## config.mk

```make
export PLATFORM = sky130hd
export DESIGN_NAME = regfile_8x_onehot
export DESIGN_NICKNAME = d
export VERILOG_FILES = /design/src/rtl/regfile_8x_onehot.sv
export SDC_FILE = /design/constraint.sdc
export NUM_CORES = 1
export LEC_CHECK = 0
export CAP_MARGIN = 20
export CORE_ASPECT_RATIO = 1.1
export CORE_UTILIZATION = 40
export CTS_CLUSTER_SIZE = 20
export DETAILED_ROUTE_END_ITERATION = 12
export GPL_ROUTABILITY_DRIVEN = 0
export PLACE_DENSITY = 0.63
export SYNTH_ARGS = -nofsm -noshare
export SYNTH_HDL_FRONTEND = slang
export SYNTH_SLANG_ARGS = --single-unit
```

## constraint.sdc

```tcl
create_clock -name clk -period 4.9 [get_ports clk]
set_clock_uncertainty 0.05 [all_clocks]
set_input_delay 0.49 -clock clk [delete_from_list [all_inputs] [get_ports clk]]
set_output_delay 0.49 -clock clk [all_outputs]
set_load 0.02 [all_outputs]
```

## src/rtl/regfile_8x_onehot.sv

```systemverilog
// rtl/regfile_8x_onehot.sv - eight-entry register file with one-hot write select, bypassed read ports and select-error logging
module regfile_8x_onehot #(
    parameter int WIDTH    = 16,
    parameter bit ZERO_REG = 1'b1
) (
    input  logic             clk,
    input  logic             reset,
    input  logic [7:0]       we_onehot,
    input  logic [WIDTH-1:0] wdata,
    input  logic [2:0]       ra_addr,
    input  logic [2:0]       rb_addr,
    input  logic             rd_en,
    output logic [WIDTH-1:0] ra_data,
    output logic [WIDTH-1:0] rb_data,
    output logic             rd_valid,
    input  logic             clear_err,
    output logic             onehot_err,
    output logic [7:0]       err_count
);

    logic [WIDTH-1:0] regs [8];
    logic [3:0]       pop;
    logic             wr_ok;
    logic             wr_bad;
    logic [WIDTH-1:0] ra_next;
    logic [WIDTH-1:0] rb_next;

    always_comb begin
        pop = 4'd0;
        for (int i = 0; i < 8; i++) begin
            pop = pop + {3'd0, we_onehot[i]};
        end
    end

    assign wr_ok  = (pop == 4'd1);
    assign wr_bad = (pop > 4'd1);

    // Bypass only on a well-formed write; the zero register masks everything, bypass included.
    always_comb begin
        ra_next = regs[ra_addr];
        rb_next = regs[rb_addr];
        if (wr_ok && we_onehot[ra_addr]) begin
            ra_next = wdata;
        end
        if (wr_ok && we_onehot[rb_addr]) begin
            rb_next = wdata;
        end
        if (ZERO_REG && (ra_addr == 3'd0)) begin
            ra_next = '0;
        end
        if (ZERO_REG && (rb_addr == 3'd0)) begin
            rb_next = '0;
        end
    end

    always_ff @(posedge clk) begin
        if (reset) begin
            for (int i = 0; i < 8; i++) begin
                regs[i] <= '0;
            end
        end else begin
            for (int i = 0; i < 8; i++) begin
                if (wr_ok && we_onehot[i] && !(ZERO_REG && (i == 0))) begin
                    regs[i] <= wdata;
                end
            end
        end
    end

    always_ff @(posedge clk) begin
        if (reset) begin
            ra_data  <= '0;
            rb_data  <= '0;
            rd_valid <= 1'b0;
        end else begin
            rd_valid <= rd_en;
            if (rd_en) begin
                ra_data <= ra_next;
                rb_data <= rb_next;
            end
        end
    end

    // A fresh error outranks a simultaneous clear so the event is never lost.
    always_ff @(posedge clk) begin
        if (reset) begin
            onehot_err <= 1'b0;
            err_count  <= 8'd0;
        end else if (wr_bad) begin
            onehot_err <= 1'b1;
            if (clear_err) begin
                err_count <= 8'd1;
            end else if (err_count != 8'hFF) begin
                err_count <= err_count + 8'd1;
            end
        end else if (clear_err) begin
            onehot_err <= 1'b0;
            err_count  <= 8'd0;
        end
    end

endmodule

```

==> results.json <==
{
  "outcome": "finished, final reports clean",
  "antenna_violations_before_repair": 0,
  "drive_gt1_share_pct": 12.41,
  "wire_length_of_the_first_global_routing_pass_um": 36290,
  "final.fill_count": 1661,
  "postRouteWirelength_um": 23650,
  "first_pass_iters": 5,
  "internal_power_mw": 2.729,
  "synth_edf_count": 112,
  "clock_tree.htree_level_count": 4,
  "synth_top_cell_by_area": "edfxtp_1",
  "holdWs_ps": 430.0,
  "postCtsSetupRepairBufs": 0,
  "utilization_pct": 49.59,
  "sequentialPowerShare_pct": 44.7,
  "drc": 0,
  "initial_core_util_pct": 41.32,
  "finalSetupViolations": 0,
  "crit_path_max_fanout": 20,
  "timing.critical_path.to_type": "flip-flop",
  "layout_area_overhead_pct": 20.01,
  "number_of_instances_in_the_synthesized_netlist": 732,
  "mappedNetlistArea_um2": 7974,
  "p_clk_share_pct": 33.1,
  "cp.arrival_ps": 4500,
  "holdCritPathClass": "reg2reg",
  "postSynth.topFlopCell": "edfxtp_1",
  "num_rows": 53,
  "grt_setup_unrepaired": "no",
  "dr_total_vias": 6334,
  "port_buffers": 75,
  "drt.antenna.violating_nets": 0,
  "synth_largest_type_area_fraction_pct": 42.18,
  "hold_viol_final": 0,
  "synth_async_reset_ratio_pct": 0,
  "dieArea_um2": 20500,
  "drt-wirelength-per-cell_um": 22.46,
  "synth_cell_types": 51,
  "least_margin_pin_slew_ps": 968.3,
  "max_freq_ghz": 0.2259,
  "postSynthNetCount": 774,
  "timing.final.crit_share_pct": 90.34,
  "drt-vias-per-instance": 6.015,
  "cts-resized-gates": 0,
  "die_w_um": 136.6,
  "clk-insertion-delay-late_ps": 430,
  "detailedRoute.firstIterationViolations": 675,
  "p_leak_nw": 3.551,
  "switching_fraction_pct": 29.90,
  "dp.final_hpwl_um": 15530,
  "grt_pass1_vias": 6466,
  "report.final.slew_viol_count": 0,
  "grt_max_degree": 33,
  "cts_buffer_depth": 2,
  "clk_transition_reported_paths_ps": 70,
  "synth_sequential_area_ratio_pct": 52.72,
  "antenna-diode-count": 0,
  "critical_path_required_time_ps": 4980,
  "drv.max_cap_violation_count": 0,
  "ys_seq_elements": 154,
  "post_synth.cell_area_avg_um2": 10.89,
  "synth.area.top_cells": "edfxtp_1 42%, dfxtp_1 11%, mux2i_1 8.7%",
  "holdBufCountCts": 0,
  "die_y_um": 150.1,
  "io_pins": 76,
  "globalRoute.totalOverflow": 0,
  "synth_warn": 0,
  "power.combinational.fraction_pct": 22.2,
  "cts_num_sinks": 154,
  "grt_usage_pct": 24.30,
  "maxSlewHeadroom_pct": 35.07,
  "finish.net_count": 835,
  "core_area_um2": 19300,
  "timing.setup.critical_path_class": "in2reg",
  "multi_input_comb_area_um2": 3331,
  "final.min_clock_period_ps": 4427,
  "ir_drop_v": 0.0002736,
  "setup-tns-final_ps": 0,
  "root_buffer": "clkbuf_16",
  "power-per-cell-area_nw_per_um2": 406.9,
  "tritoncts.num_buffers": 17,
  "tritoncts_clock_tree": "yes",
  "start_kind": "input port",
  "sequential_cell_area_um2": 4204,
  "total_switching_power_mw": 1.164
}
## power by group through the flow
stage	logic (mW)	registers, mW	clock network [mW]
final	0.863	1.74	1.29
after global routing	0.922	1.76	1.35
after CTS	0.857	1.74	1.30
after detailed placement	0.852	1.76	0
after global placement	0.833	1.75	0
after floorplan	0.477	1.77	0
## worst paths after layout
path,endpoint,cells after the start,slack (ps),start
max reg2reg,err_count[0],6,2960,err_count[0]
min,ra_data[12],2,430,ra_data[12]
max,regs[1][1],16,470,we_onehot[0]
min reg2reg,ra_data[12],2,430,ra_data[12]
## final cells by class
cell class,instances,area share (%)
Multi-Input combinational cell,481,34.81
Inverter,32,1.255
Clock inverter,14,1.517
Sequential cell,154,43.93
Clock buffer,18,4.485
Timing Repair Buffer,107,10.77
Tap cell,247,3.230
## logic make-up (layout without fill, tap and decap cells)
kind of cell,Yosys count,count (layout),share of synthesized area [%]
AO/OA/AOI/OAI,166,166,14.25
XOR/XNOR,5,5,0.5492
adder cells (fa/ha/maj),8,8,1.632
buffers and inverters,97,171,5.570
flip-flops,154,154,52.72
multiplexers,95,95,13.60
AND/OR/NAND/NOR,207,207,11.67
## per-layer routing
| layer | part of all wire (%) | track usage (%) |
|---|---|---|
| met2 | 49 | 40.69 |
| met1 | 38 | 29.56 |
| met5 | 0 | 0 |
| met3 | 8.9 | 5.522 |
| met4 | 3.3 | 11.17 |
## stage by stage
stage               power, mW  setup WS [ps]  std cells  cell area (µm²)
floorplan               2.247          415.8        732             7974
finish                  3.894          473.3       1053             9569
global route            4.035          216.7       1053             9569
detailed placement      2.613          19.03       1021             8995
global placement        2.584          169.4       1020             8987
CTS                     3.889          471.8       1053             9569
## cell usage after synthesis, types with 2 or more instances
cell type and instances:
a211oi_1 5, a21o_1 2, a21oi_1 20, a221o_1 14, a221oi_1 6, a22oi_1 22, and2_1 2, and3_1 2
buf_2 21, buf_4 8, buf_6 3, clkbuf_1 31, dfxtp_1 42, edfxtp_1 112, fa_1 4, ha_1 4
inv_1 32, mux2_2 17, mux2i_1 69, mux4_2 9, nand2_1 25, nand2_2 2, nand2b_1 24, nand3_1 9
nand4_1 2, nor2_1 125, nor2b_1 6, nor3b_1 2, o211ai_1 3, o21ai_0 44, o22ai_1 24, o2bb2ai_1 13
o311ai_1 5, or2_2 2, xnor2_1 5
## cells in the final DEF (no fill, tap or decap), types with 4 or more instances in the layout
| cell type | instances |
|---|---|
| a211oi_1 | 5 |
| a21oi_1 | 20 |
| a221o_1 | 14 |
| a221oi_1 | 6 |
| a22oi_1 | 22 |
| buf_12 | 4 |
| buf_4 | 28 |
| clkbuf_16 | 17 |
| clkdlybuf4s50_1 | 73 |
| dfxtp_1 | 42 |
| edfxtp_1 | 112 |
| fa_1 | 4 |
| ha_1 | 4 |
| inv_1 | 32 |
| mux2_2 | 17 |
| mux2i_1 | 69 |
| mux4_2 | 9 |
| nand2_1 | 25 |
| nand2b_1 | 24 |
| nand3_1 | 9 |
| nor2_1 | 124 |
| nor2b_1 | 5 |
| o21ai_0 | 44 |
| o22ai_1 | 24 |
| o2bb2ai_1 | 13 |
| o311ai_1 | 5 |
| xnor2_1 | 5 |
## flip-flops by register name, indices dropped and copies added (netlist names)
signal      cells
regs          112
ra_data        16
rb_data        16
err_count       8
onehot_err      1
rd_valid        1
## worst max-delay path: stages
cell             delay [ps]
clkdlybuf4s50_1         470
fa_1                    560
inv_1                    50
fa_1                    490
fa_1                    400
inv_1                    60
ha_1                    150
inv_1                    60
fa_1                    450
nor3b_1                 230
a22o_1                  200
nor2b_2                 300
buf_12                  220
nand2_2                  70
nand2b_1                 90
buf_4                   200
Note: power is estimated with default switching activity, not from simulation.
